--- src/rtl/multicycle_control_fsm_pkg.sv ---
// Shared types and encodings for the multi-cycle processor control FSM:
// state enum, opcode and ALUOp codes, and the datapath select encodings.
package mc_ctrl_pkg;

  localparam int OPC_W   = 4;
  localparam int FUNCT_W = 4;

  typedef enum logic [3:0] {
    S_FETCH    = 4'd0,
    S_DECODE   = 4'd1,
    S_EXEC_R   = 4'd2,
    S_EXEC_I   = 4'd3,
    S_ALU_WB   = 4'd4,
    S_MEM_ADDR = 4'd5,
    S_MEM_RD   = 4'd6,
    S_MEM_WB   = 4'd7,
    S_MEM_WR   = 4'd8,
    S_BRANCH   = 4'd9,
    S_JUMP     = 4'd10,
    S_HALT     = 4'd11
  } state_t;

  localparam logic [OPC_W-1:0] OPC_RTYPE = 4'h0;
  localparam logic [OPC_W-1:0] OPC_ADDI  = 4'h1;
  localparam logic [OPC_W-1:0] OPC_LW    = 4'h2;
  localparam logic [OPC_W-1:0] OPC_SW    = 4'h3;
  localparam logic [OPC_W-1:0] OPC_BEQ   = 4'h4;
  localparam logic [OPC_W-1:0] OPC_BNE   = 4'h5;
  localparam logic [OPC_W-1:0] OPC_JMP   = 4'h6;
  localparam logic [OPC_W-1:0] OPC_HALT  = 4'hF;

  localparam logic [3:0] ALU_ADD = 4'd0;
  localparam logic [3:0] ALU_SUB = 4'd1;
  localparam logic [3:0] ALU_AND = 4'd2;
  localparam logic [3:0] ALU_OR  = 4'd3;
  localparam logic [3:0] ALU_XOR = 4'd4;
  localparam logic [3:0] ALU_SLL = 4'd5;
  localparam logic [3:0] ALU_SRL = 4'd6;
  localparam logic [3:0] ALU_SLT = 4'd7;

  localparam logic [1:0] SRC_A_PC  = 2'd0;
  localparam logic [1:0] SRC_A_ONE = 2'd1;
  localparam logic [1:0] SRC_A_REG = 2'd2;
  localparam logic [1:0] SRC_A_IMM = 2'd3;

  localparam logic [1:0] SRC_B_REG = 2'd0;
  localparam logic [1:0] SRC_B_ONE = 2'd1;
  localparam logic [1:0] SRC_B_IMM = 2'd2;

  localparam logic PC_SRC_ALU    = 1'b0;
  localparam logic PC_SRC_ALUOUT = 1'b1;

  function automatic logic [OPC_W-1:0] opcode_of(input logic [15:0] instr);
    return instr[15 -: OPC_W];
  endfunction

endpackage

--- src/rtl/multicycle_control_fsm_if.sv ---
// Control bundle between the control FSM (master) and the ALU datapath (slave).
interface multicycle_control_fsm_if;

  logic [15:0] input_instr;
  logic        input_zero;
  logic        mem_ready;
  logic        pc_write;
  logic        ir_write;
  logic        iord;
  logic        mem_read;
  logic        mem_write;
  logic        reg_write;
  logic        mem_to_reg;
  logic [1:0]  alu_src_a;
  logic [1:0]  alu_src_b;
  logic [3:0]  alu_op;
  logic        pc_src;
  logic        halted;

  modport master (
    input  input_instr, input_zero, mem_ready,
    output pc_write, ir_write, iord, mem_read, mem_write, reg_write,
           mem_to_reg, alu_src_a, alu_src_b, alu_op, pc_src, halted
  );

  modport slave (
    output input_instr, input_zero, mem_ready,
    input  pc_write, ir_write, iord, mem_read, mem_write, reg_write,
           mem_to_reg, alu_src_a, alu_src_b, alu_op, pc_src, halted
  );

endinterface

--- src/rtl/multicycle_control_fsm_perf.sv ---
// Free-running performance counters (cycles, retired instructions) used when
// MC_CTRL_PERF_CNT_EN is defined; both wrap at 16 bits and clear on reset.
module mc_perf_counters (
  input  logic        clk,
  input  logic        reset,
  input  logic        cycle_en,
  input  logic        retire_en,
  output logic [15:0] retired_cnt,
  output logic [15:0] cycle_cnt
);

  logic [1:0]  cnt_en;
  logic [15:0] cnt_reg [2];

  assign cnt_en = {retire_en, cycle_en};

  generate
    for (genvar gi = 0; gi < 2; gi++) begin : g_cnt
      always_ff @(posedge clk) begin
        if (reset) begin
          cnt_reg[gi] <= 16'd0;
        end else if (cnt_en[gi]) begin
          cnt_reg[gi] <= cnt_reg[gi] + 16'd1;
        end
      end
    end
  endgenerate

  assign cycle_cnt   = cnt_reg[0];
  assign retired_cnt = cnt_reg[1];

endmodule

--- src/rtl/multicycle_control_fsm.sv ---
// Main control FSM of the 16-bit multi-cycle processor. Define
// MC_CTRL_PERF_CNT_EN to add the retired_cnt/cycle_cnt counter ports.
module multicycle_control_fsm
  import mc_ctrl_pkg::*;
(
  input  logic                      clk,
  input  logic                      reset,
  multicycle_control_fsm_if.master  bus
`ifdef MC_CTRL_PERF_CNT_EN
  ,
  output logic [15:0]               retired_cnt,
  output logic [15:0]               cycle_cnt
`endif
);

  state_t             state_reg;
  state_t             state_next;
  logic [OPC_W-1:0]   opcode;
  logic [FUNCT_W-1:0] funct;
  logic               unused_instr_bits;

  assign opcode            = opcode_of(bus.input_instr);
  assign funct             = bus.input_instr[FUNCT_W-1:0];
  assign unused_instr_bits = ^bus.input_instr[11:FUNCT_W];

  always_ff @(posedge clk) begin
    if (reset) begin
      state_reg <= S_FETCH;
    end else begin
      state_reg <= state_next;
    end
  end

  always_comb begin
    state_next = state_reg;
    case (state_reg)
      S_FETCH:    if (bus.mem_ready) state_next = S_DECODE;
      S_DECODE: begin
        case (opcode)
          OPC_RTYPE:       state_next = S_EXEC_R;
          OPC_ADDI:        state_next = S_EXEC_I;
          OPC_LW, OPC_SW:  state_next = S_MEM_ADDR;
          OPC_BEQ, OPC_BNE: state_next = S_BRANCH;
          OPC_JMP:         state_next = S_JUMP;
          default:         state_next = S_HALT;
        endcase
      end
      S_EXEC_R:   state_next = S_ALU_WB;
      S_EXEC_I:   state_next = S_ALU_WB;
      S_ALU_WB:   state_next = S_FETCH;
      S_MEM_ADDR: state_next = (opcode == OPC_LW) ? S_MEM_RD : S_MEM_WR;
      S_MEM_RD:   if (bus.mem_ready) state_next = S_MEM_WB;
      S_MEM_WB:   state_next = S_FETCH;
      S_MEM_WR:   if (bus.mem_ready) state_next = S_FETCH;
      S_BRANCH:   state_next = S_FETCH;
      S_JUMP:     state_next = S_FETCH;
      S_HALT:     state_next = S_HALT;
      default:    state_next = S_FETCH;
    endcase
  end

  // Outputs are forced low while reset is asserted, even mid-stall.
  always_comb begin
    bus.pc_write   = 1'b0;
    bus.ir_write   = 1'b0;
    bus.iord       = 1'b0;
    bus.mem_read   = 1'b0;
    bus.mem_write  = 1'b0;
    bus.reg_write  = 1'b0;
    bus.mem_to_reg = 1'b0;
    bus.alu_src_a  = SRC_A_PC;
    bus.alu_src_b  = SRC_B_REG;
    bus.alu_op     = ALU_ADD;
    bus.pc_src     = PC_SRC_ALU;
    bus.halted     = 1'b0;
    if (!reset) begin
      case (state_reg)
        S_FETCH: begin
          bus.mem_read  = 1'b1;
          bus.alu_src_b = SRC_B_ONE;
          bus.ir_write  = bus.mem_ready;
          bus.pc_write  = bus.mem_ready;
        end
        S_DECODE: bus.alu_src_b = SRC_B_IMM;
        S_EXEC_R: begin
          bus.alu_src_a = SRC_A_REG;
          bus.alu_op    = 4'(funct);
        end
        S_EXEC_I, S_MEM_ADDR: begin
          bus.alu_src_a = SRC_A_REG;
          bus.alu_src_b = SRC_B_IMM;
        end
        S_ALU_WB: bus.reg_write = 1'b1;
        S_MEM_RD: begin
          bus.iord     = 1'b1;
          bus.mem_read = 1'b1;
        end
        S_MEM_WB: begin
          bus.reg_write  = 1'b1;
          bus.mem_to_reg = 1'b1;
        end
        S_MEM_WR: begin
          bus.iord      = 1'b1;
          bus.mem_write = 1'b1;
        end
        S_BRANCH: begin
          bus.alu_src_a = SRC_A_REG;
          bus.alu_op    = ALU_SUB;
          bus.pc_src    = PC_SRC_ALUOUT;
          bus.pc_write  = (opcode == OPC_BEQ) ? bus.input_zero : !bus.input_zero;
        end
        // Jump target was computed into ALUOut during DECODE.
        S_JUMP: begin
          bus.alu_src_b = SRC_B_IMM;
          bus.pc_src    = PC_SRC_ALUOUT;
          bus.pc_write  = 1'b1;
        end
        S_HALT:  bus.halted = 1'b1;
        default: ;
      endcase
    end
  end

`ifdef MC_CTRL_PERF_CNT_EN
  mc_perf_counters u_perf (
    .clk         (clk),
    .reset       (reset),
    .cycle_en    (state_reg != S_HALT),
    .retire_en   ((state_reg != S_FETCH) && (state_next == S_FETCH)),
    .retired_cnt (retired_cnt),
    .cycle_cnt   (cycle_cnt)
  );
`endif

endmodule

--- src/flat_wrapper.sv ---
// flat-port wrapper written by rule: the top's interface ports become plain ports
module multicycle_control_fsm_flat import mc_ctrl_pkg::*;
  (clk, reset, bus_input_instr, bus_input_zero, bus_mem_ready, bus_pc_write, bus_ir_write, bus_iord, bus_mem_read, bus_mem_write, bus_reg_write, bus_mem_to_reg, bus_alu_src_a, bus_alu_src_b, bus_alu_op, bus_pc_src, bus_halted);
  multicycle_control_fsm_if bus_i ();
  input  logic clk;
  input  logic reset;
  input wire logic [$bits(bus_i.input_instr)-1:0] bus_input_instr;
  input wire logic [$bits(bus_i.input_zero)-1:0] bus_input_zero;
  input wire logic [$bits(bus_i.mem_ready)-1:0] bus_mem_ready;
  output wire logic [$bits(bus_i.pc_write)-1:0] bus_pc_write;
  output wire logic [$bits(bus_i.ir_write)-1:0] bus_ir_write;
  output wire logic [$bits(bus_i.iord)-1:0] bus_iord;
  output wire logic [$bits(bus_i.mem_read)-1:0] bus_mem_read;
  output wire logic [$bits(bus_i.mem_write)-1:0] bus_mem_write;
  output wire logic [$bits(bus_i.reg_write)-1:0] bus_reg_write;
  output wire logic [$bits(bus_i.mem_to_reg)-1:0] bus_mem_to_reg;
  output wire logic [$bits(bus_i.alu_src_a)-1:0] bus_alu_src_a;
  output wire logic [$bits(bus_i.alu_src_b)-1:0] bus_alu_src_b;
  output wire logic [$bits(bus_i.alu_op)-1:0] bus_alu_op;
  output wire logic [$bits(bus_i.pc_src)-1:0] bus_pc_src;
  output wire logic [$bits(bus_i.halted)-1:0] bus_halted;
  assign bus_i.input_instr = bus_input_instr;
  assign bus_i.input_zero = bus_input_zero;
  assign bus_i.mem_ready = bus_mem_ready;
  assign bus_pc_write = bus_i.pc_write;
  assign bus_ir_write = bus_i.ir_write;
  assign bus_iord = bus_i.iord;
  assign bus_mem_read = bus_i.mem_read;
  assign bus_mem_write = bus_i.mem_write;
  assign bus_reg_write = bus_i.reg_write;
  assign bus_mem_to_reg = bus_i.mem_to_reg;
  assign bus_alu_src_a = bus_i.alu_src_a;
  assign bus_alu_src_b = bus_i.alu_src_b;
  assign bus_alu_op = bus_i.alu_op;
  assign bus_pc_src = bus_i.pc_src;
  assign bus_halted = bus_i.halted;
  multicycle_control_fsm u_core (.clk(clk), .reset(reset), .bus(bus_i));
endmodule
--- config.mk ---
export PLATFORM = sky130hd
export DESIGN_NAME = multicycle_control_fsm_flat
export DESIGN_NICKNAME = d
export VERILOG_FILES = /design/src/rtl/multicycle_control_fsm_pkg.sv /design/src/rtl/multicycle_control_fsm_if.sv /design/src/rtl/multicycle_control_fsm_perf.sv /design/src/rtl/multicycle_control_fsm.sv /design/src/flat_wrapper.sv
export SDC_FILE = /design/constraint.sdc
export NUM_CORES = 1
export LEC_CHECK = 0
export CORE_MARGIN = 3
export CORE_UTILIZATION = 36
export DETAILED_ROUTE_END_ITERATION = 8
export PLACE_DENSITY = 0.82
export SYNTH_ARGS = -nofsm -noshare
export SYNTH_HDL_FRONTEND = slang
export SYNTH_HIERARCHICAL = 1
export SYNTH_SLANG_ARGS = --single-unit
--- constraint.sdc ---
create_clock -name clk -period 2.6 [get_ports clk]
set_input_delay 0.78 -clock clk [delete_from_list [all_inputs] [get_ports clk]]
set_output_delay 0.78 -clock clk [all_outputs]
set_load 0.005 [all_outputs]
# ---- Yosys cells after proc, flatten, opt, wreduce, memory -nomap -nowiden
# Index checks and enable logic that the tools add are counted.
dict set report totals {
  register_bits 4
  in_bits 20
  output_inout_bits 17
  word_cells 65
}
dict set report classes {
  n_eq_ne 20
  muxes 31
  n_reduce_logical 13
}
# cell count
set op_table {}
lappend op_table {{$eq 4x3->1 const B} 7}
lappend op_table {{$pmux 4 s7} 1}
lappend op_table {{$mux 4} 5}
lappend op_table {{$pmux 4 s5} 1}
lappend op_table {{$mux 1} 18}
lappend op_table {{$eq 4x2->1 const B} 4}
lappend op_table {{$eq 4x4->1 const B} 4}
lappend op_table {{$reduce_or 2->1} 7}
lappend op_table {{$eq 4x1->1 const B} 2}
lappend op_table {{$logic_not 4->1} 2}
lappend op_table {{$pmux 4 s2} 1}
lappend op_table {{$reduce_or 4->1} 2}
lappend op_table {{$mux 2} 3}
lappend op_table {{$ne 2x2->1 const B} 3}
lappend op_table {{$pmux 2 s2} 1}
lappend op_table {{$pmux 1 s3} 1}
lappend op_table {{$reduce_and 3->1} 1}
lappend op_table {{$logic_not 1->1} 1}

# ---- Logic depth before layout (Yosys ltp)
dict set report depth {
  depth_word 4
  mapped_depth 5
  depth_no_buf 4
}

# ---- Worst setup path after synthesis
# No wires, ideal clock.
dict set report synth_timing {
  path_type {in2out}
  start {input port bus_input_instr[13]}
  end {output port bus_pc_write}
  t_arrival_ns 1.503
  required_time_ns 1.820
  slack_ns 0.317
  stages 4
  n_path_buf 0
  path_cell_list {nor4b_1 > xor2_1 > nor2_1 > o21a_1}
}
dict set report synth_via {
  elab_chain_len 4
}
# item line
set synth_rtl {}
lappend synth_rtl {{from (decl)} flat_wrapper.sv:7} ;# input wire logic [$bits(bus_i.input_instr)-1:0] bus_input_instr;
lappend synth_rtl {{$eq 4x3->1} multicycle_control_fsm.sv:110} ;# bus.pc_write = (opcode == OPC_BEQ) ? bus.input_zero : !bus.input_zero;
lappend synth_rtl {{$mux 1} multicycle_control_fsm.sv:110}
lappend synth_rtl {{$pmux 1 s3} multicycle_control_fsm.sv:77} ;# case (state_reg)
lappend synth_rtl {{$mux 1} multicycle_control_fsm.sv:76} ;# if (!reset) begin
lappend synth_rtl {{to (decl)} flat_wrapper.sv:10} ;# output wire logic [$bits(bus_i.pc_write)-1:0] bus_pc_write;
# No other way between the ends.

# ---- Worst setup path in the final report
dict set report layout_timing {
  start {input port reset}
  end {output port bus_mem_write}
}
dict set report layout_via {
  elab_chain_len 1
}
# item line
set layout_rtl {}
lappend layout_rtl {{from (decl)} flat_wrapper.sv:6} ;# input logic reset;
lappend layout_rtl {{$mux 1} multicycle_control_fsm.sv:76}
lappend layout_rtl {{to (decl)} flat_wrapper.sv:14} ;# output wire logic [$bits(bus_i.mem_write)-1:0] bus_mem_write;
# No other way between the ends.

==> reports/qor.yml <==
global_route:
  grt_pass1_vias: 692
  grt.total_usage: 0.202
  grt_start_max_net_pins: 13
  grt_pass1_wl_um: 2960
  overflow: 0
  antenna_found_initial: 0
yosys:
  synth_edf_count: 0
  synth_cell_types: 32
  synthFlopType: "dfxtp_1"
  postSynthAreaPerCell_um2: 6.44
  synthCells: 81
  seq_area_frac_synth: 0.153
  ys_seq_elements: 4
  syn-num-nets: 101
  syn-cell-area_um2: 522
  synthArstFlopShare: 0
  yosysWarningCount: 6
worst_hold_path:
  min_to: "u_core/state_reg[0]"
  whs_path_depth: 3
  hold_path_class: "flip-flop to flip-flop"
  hp-start: "u_core/state_reg[1]"
detailed_routing:
  vias: 755
  wl_um: 1860
  dr.first_iter.drc_count: 47
  drc: 0
  avgViaCountPerCell: 5.55
  ant_nets: 0
  dr.pass1.iters: 4
  wl_per_cell_um: 13.6
clock_tree:
  cts_root_buf: "clkbuf_4"
  postCtsHoldBufs: 0
  insertion_delay_ns: 0.23
  clk_path_buf_depth: 2
  cts_buffers: 3
  cts.sinks: 4
  htreeDepth: 1
  clk_pin_slew_worst_paths_ns: 0.03
  cts_tree: "yes"
timing:
  max_freq_mhz: 394
  finClkSkew_ns: 0.00223
  hold_viol: 0
  slew_violations: 0
  setup_tns_ns: 0
  setup_viol: 0
  period_needed_ns: 2.54
  worst_slack_ns: 0.0632
  rsz0062_at_grt: "yes"
  period_share: 0.976
layout:
  areaGrowthSynthToFinish_pct: 82.0
  nets: 143
  seq_area_um2: 83.8
  fin_area_um2: 950
  fillers: 95
  drive_gt1_frac: 0.331
  largest_reg_flops: 4
  n_antenna_cell: 0
  layout.cells.non_filler: 136
  multi_input_area_um2: 455
placement:
  gp_congestion: 0.858
  place_area_um2: 886
  pre_cts_ws_ns: -0.659
  place_hpwl_um: 1320
  dp.cells: 131
  port_buffers: 27
critical_path:
  reg2reg_slack_ns: 1.08
  worstPathCellList: "clkdlybuf4s15_2, or3_4, buf_6, nor2_1, clkdlybuf4s15_2"
  startpoint_type: "input pin"
  arrival_ns: 1.76
  cp_max_fo: 3
  slowest_stage: "or3_4"
  slowest_delay_ns: 0.36
  worst-endpoint-required_ns: 1.82
  r2r_cells: 4
  rr_endpoint: "u_core/state_reg[1]"
  rr_startpoint: "u_core/state_reg[2]"
  cp-end-kind: "output pin"
  critical_path_class: "input pin to output pin"
  cp_common_cell: "clkdlybuf4s15_2"
die:
  core_area_um2: 1330
  start_util: 0.391
  rows: 13
  io_pins: 37
  die_x_um: 44.1
  dieArea_um2: 1940
  die_y_um: 44.1
power:
  vdd.ir_drop.worst_mv: 0.248
  p_leak_nw: 0.450
  power.density_nw_per_um2: 469
  finalPower_mw: 0.445
status:
  outcome: "complete, no violations"
job:
  cap_violations: 0
## stage by stage
| step | hold slack (ns) | utilization |
|---|---|---|
| after floorplan | 0.599 | - |
| final | 0.669 | 0.712 |
| after detailed placement | 0.681 | 0.664 |
| after global routing | 0.690 | 0.712 |
| after CTS | 0.645 | 0.711 |
| after global placement | 0.675 | 0.664 |
## final cells by class
cell class | instances | share of cell area
Clock buffer | 3 | 0.0237
Sequential cell | 4 | 0.0883
Timing Repair Buffer | 43 | 0.389
Multi-Input combinational cell | 71 | 0.480
Tap cell | 15 | 0.0198
## where the power goes
part	total, mW	switching [mW]	leakage (nW)	internal, mW
Clock	0.0737	0.0223	0.0138	0.0514
Sequential	0.0953	0.0207	0.0339	0.0746
Combinational	0.276	0.130	0.402	0.146
## worst max-delay path: cells and delay by family
kind	cells	cell delay [ns]
simple gates	2	0.44
buf+inv	3	0.53
## cell usage after synthesis (3+ instances only)
master | number | share of area
nor2b_1 | 3 | 0.036
nand2_1 | 6 | 0.043
and2_1 | 3 | 0.036
xor2_1 | 3 | 0.050
nand2b_1 | 3 | 0.036
nand3_1 | 3 | 0.029
nor2_1 | 16 | 0.12
a31oi_1 | 3 | 0.036
a21oi_1 | 4 | 0.038
buf_2 | 3 | 0.029
o21ai_0 | 4 | 0.038
nor3_1 | 3 | 0.029
dfxtp_1 | 4 | 0.15
## kinds of logic (layout without fill, tap and decap cells)
| group | after synthesis | after routing | synth area share |
|---|---|---|---|
| multiplexers | 1 | 1 | 0.0216 |
| flip-flops | 4 | 4 | 0.153 |
| buffers and inverters | 6 | 46 | 0.0576 |
| AND/OR/NAND/NOR | 46 | 46 | 0.448 |
| other | 1 | 1 | 0.00719 |
| XOR/XNOR | 4 | 4 | 0.0672 |
| AO/OA/AOI/OAI | 19 | 19 | 0.245 |
## worst max path at each step
stage                             start       endpoint  slack, ns  cells after the start
floorplan           bus_input_instr[13]   bus_pc_write       0.32                      4
global placement    bus_input_instr[13]   bus_pc_write      -0.60                      6
detailed placement  bus_input_instr[13]   bus_pc_write      -0.66                      6
CTS                               reset  bus_alu_op[3]     -0.002                      5
global route                      reset  bus_reg_write     -0.003                      5
finish                            reset  bus_mem_write       0.06                      5
## per-layer routing
layer | up-vias | GRT usage | wire, um
li1 | 367 | - | -
met1 | 332 | 0.225 | 666
met2 | 54 | 0.358 | 947
met3 | 2 | 0.0407 | 226
met4 | 0 | 0.102 | 15
met5 | - | 0 | 0
## placed cells by master (no fill, tap or decap), drive strengths merged, types with 4 or more instances in the layout
cell           instances
buf                   20
clkdlybuf4s50          6
clkdlybuf4s15          7
nand2                  6
a21oi                  4
dfxtp                  4
clkbuf                 5
nor2                  16
o21ai                  4
dlygate4sd2            6
## what timing repair did
item | CTS | global route
gates resized for setup | 52 | 10
endpoints found under the setup margin | 16 | 8
pin swaps | 6 | 4
hold endpoints to repair | 0 | 0
buffers inserted | 2 | 0
Note: power is estimated with default switching activity, not from simulation.
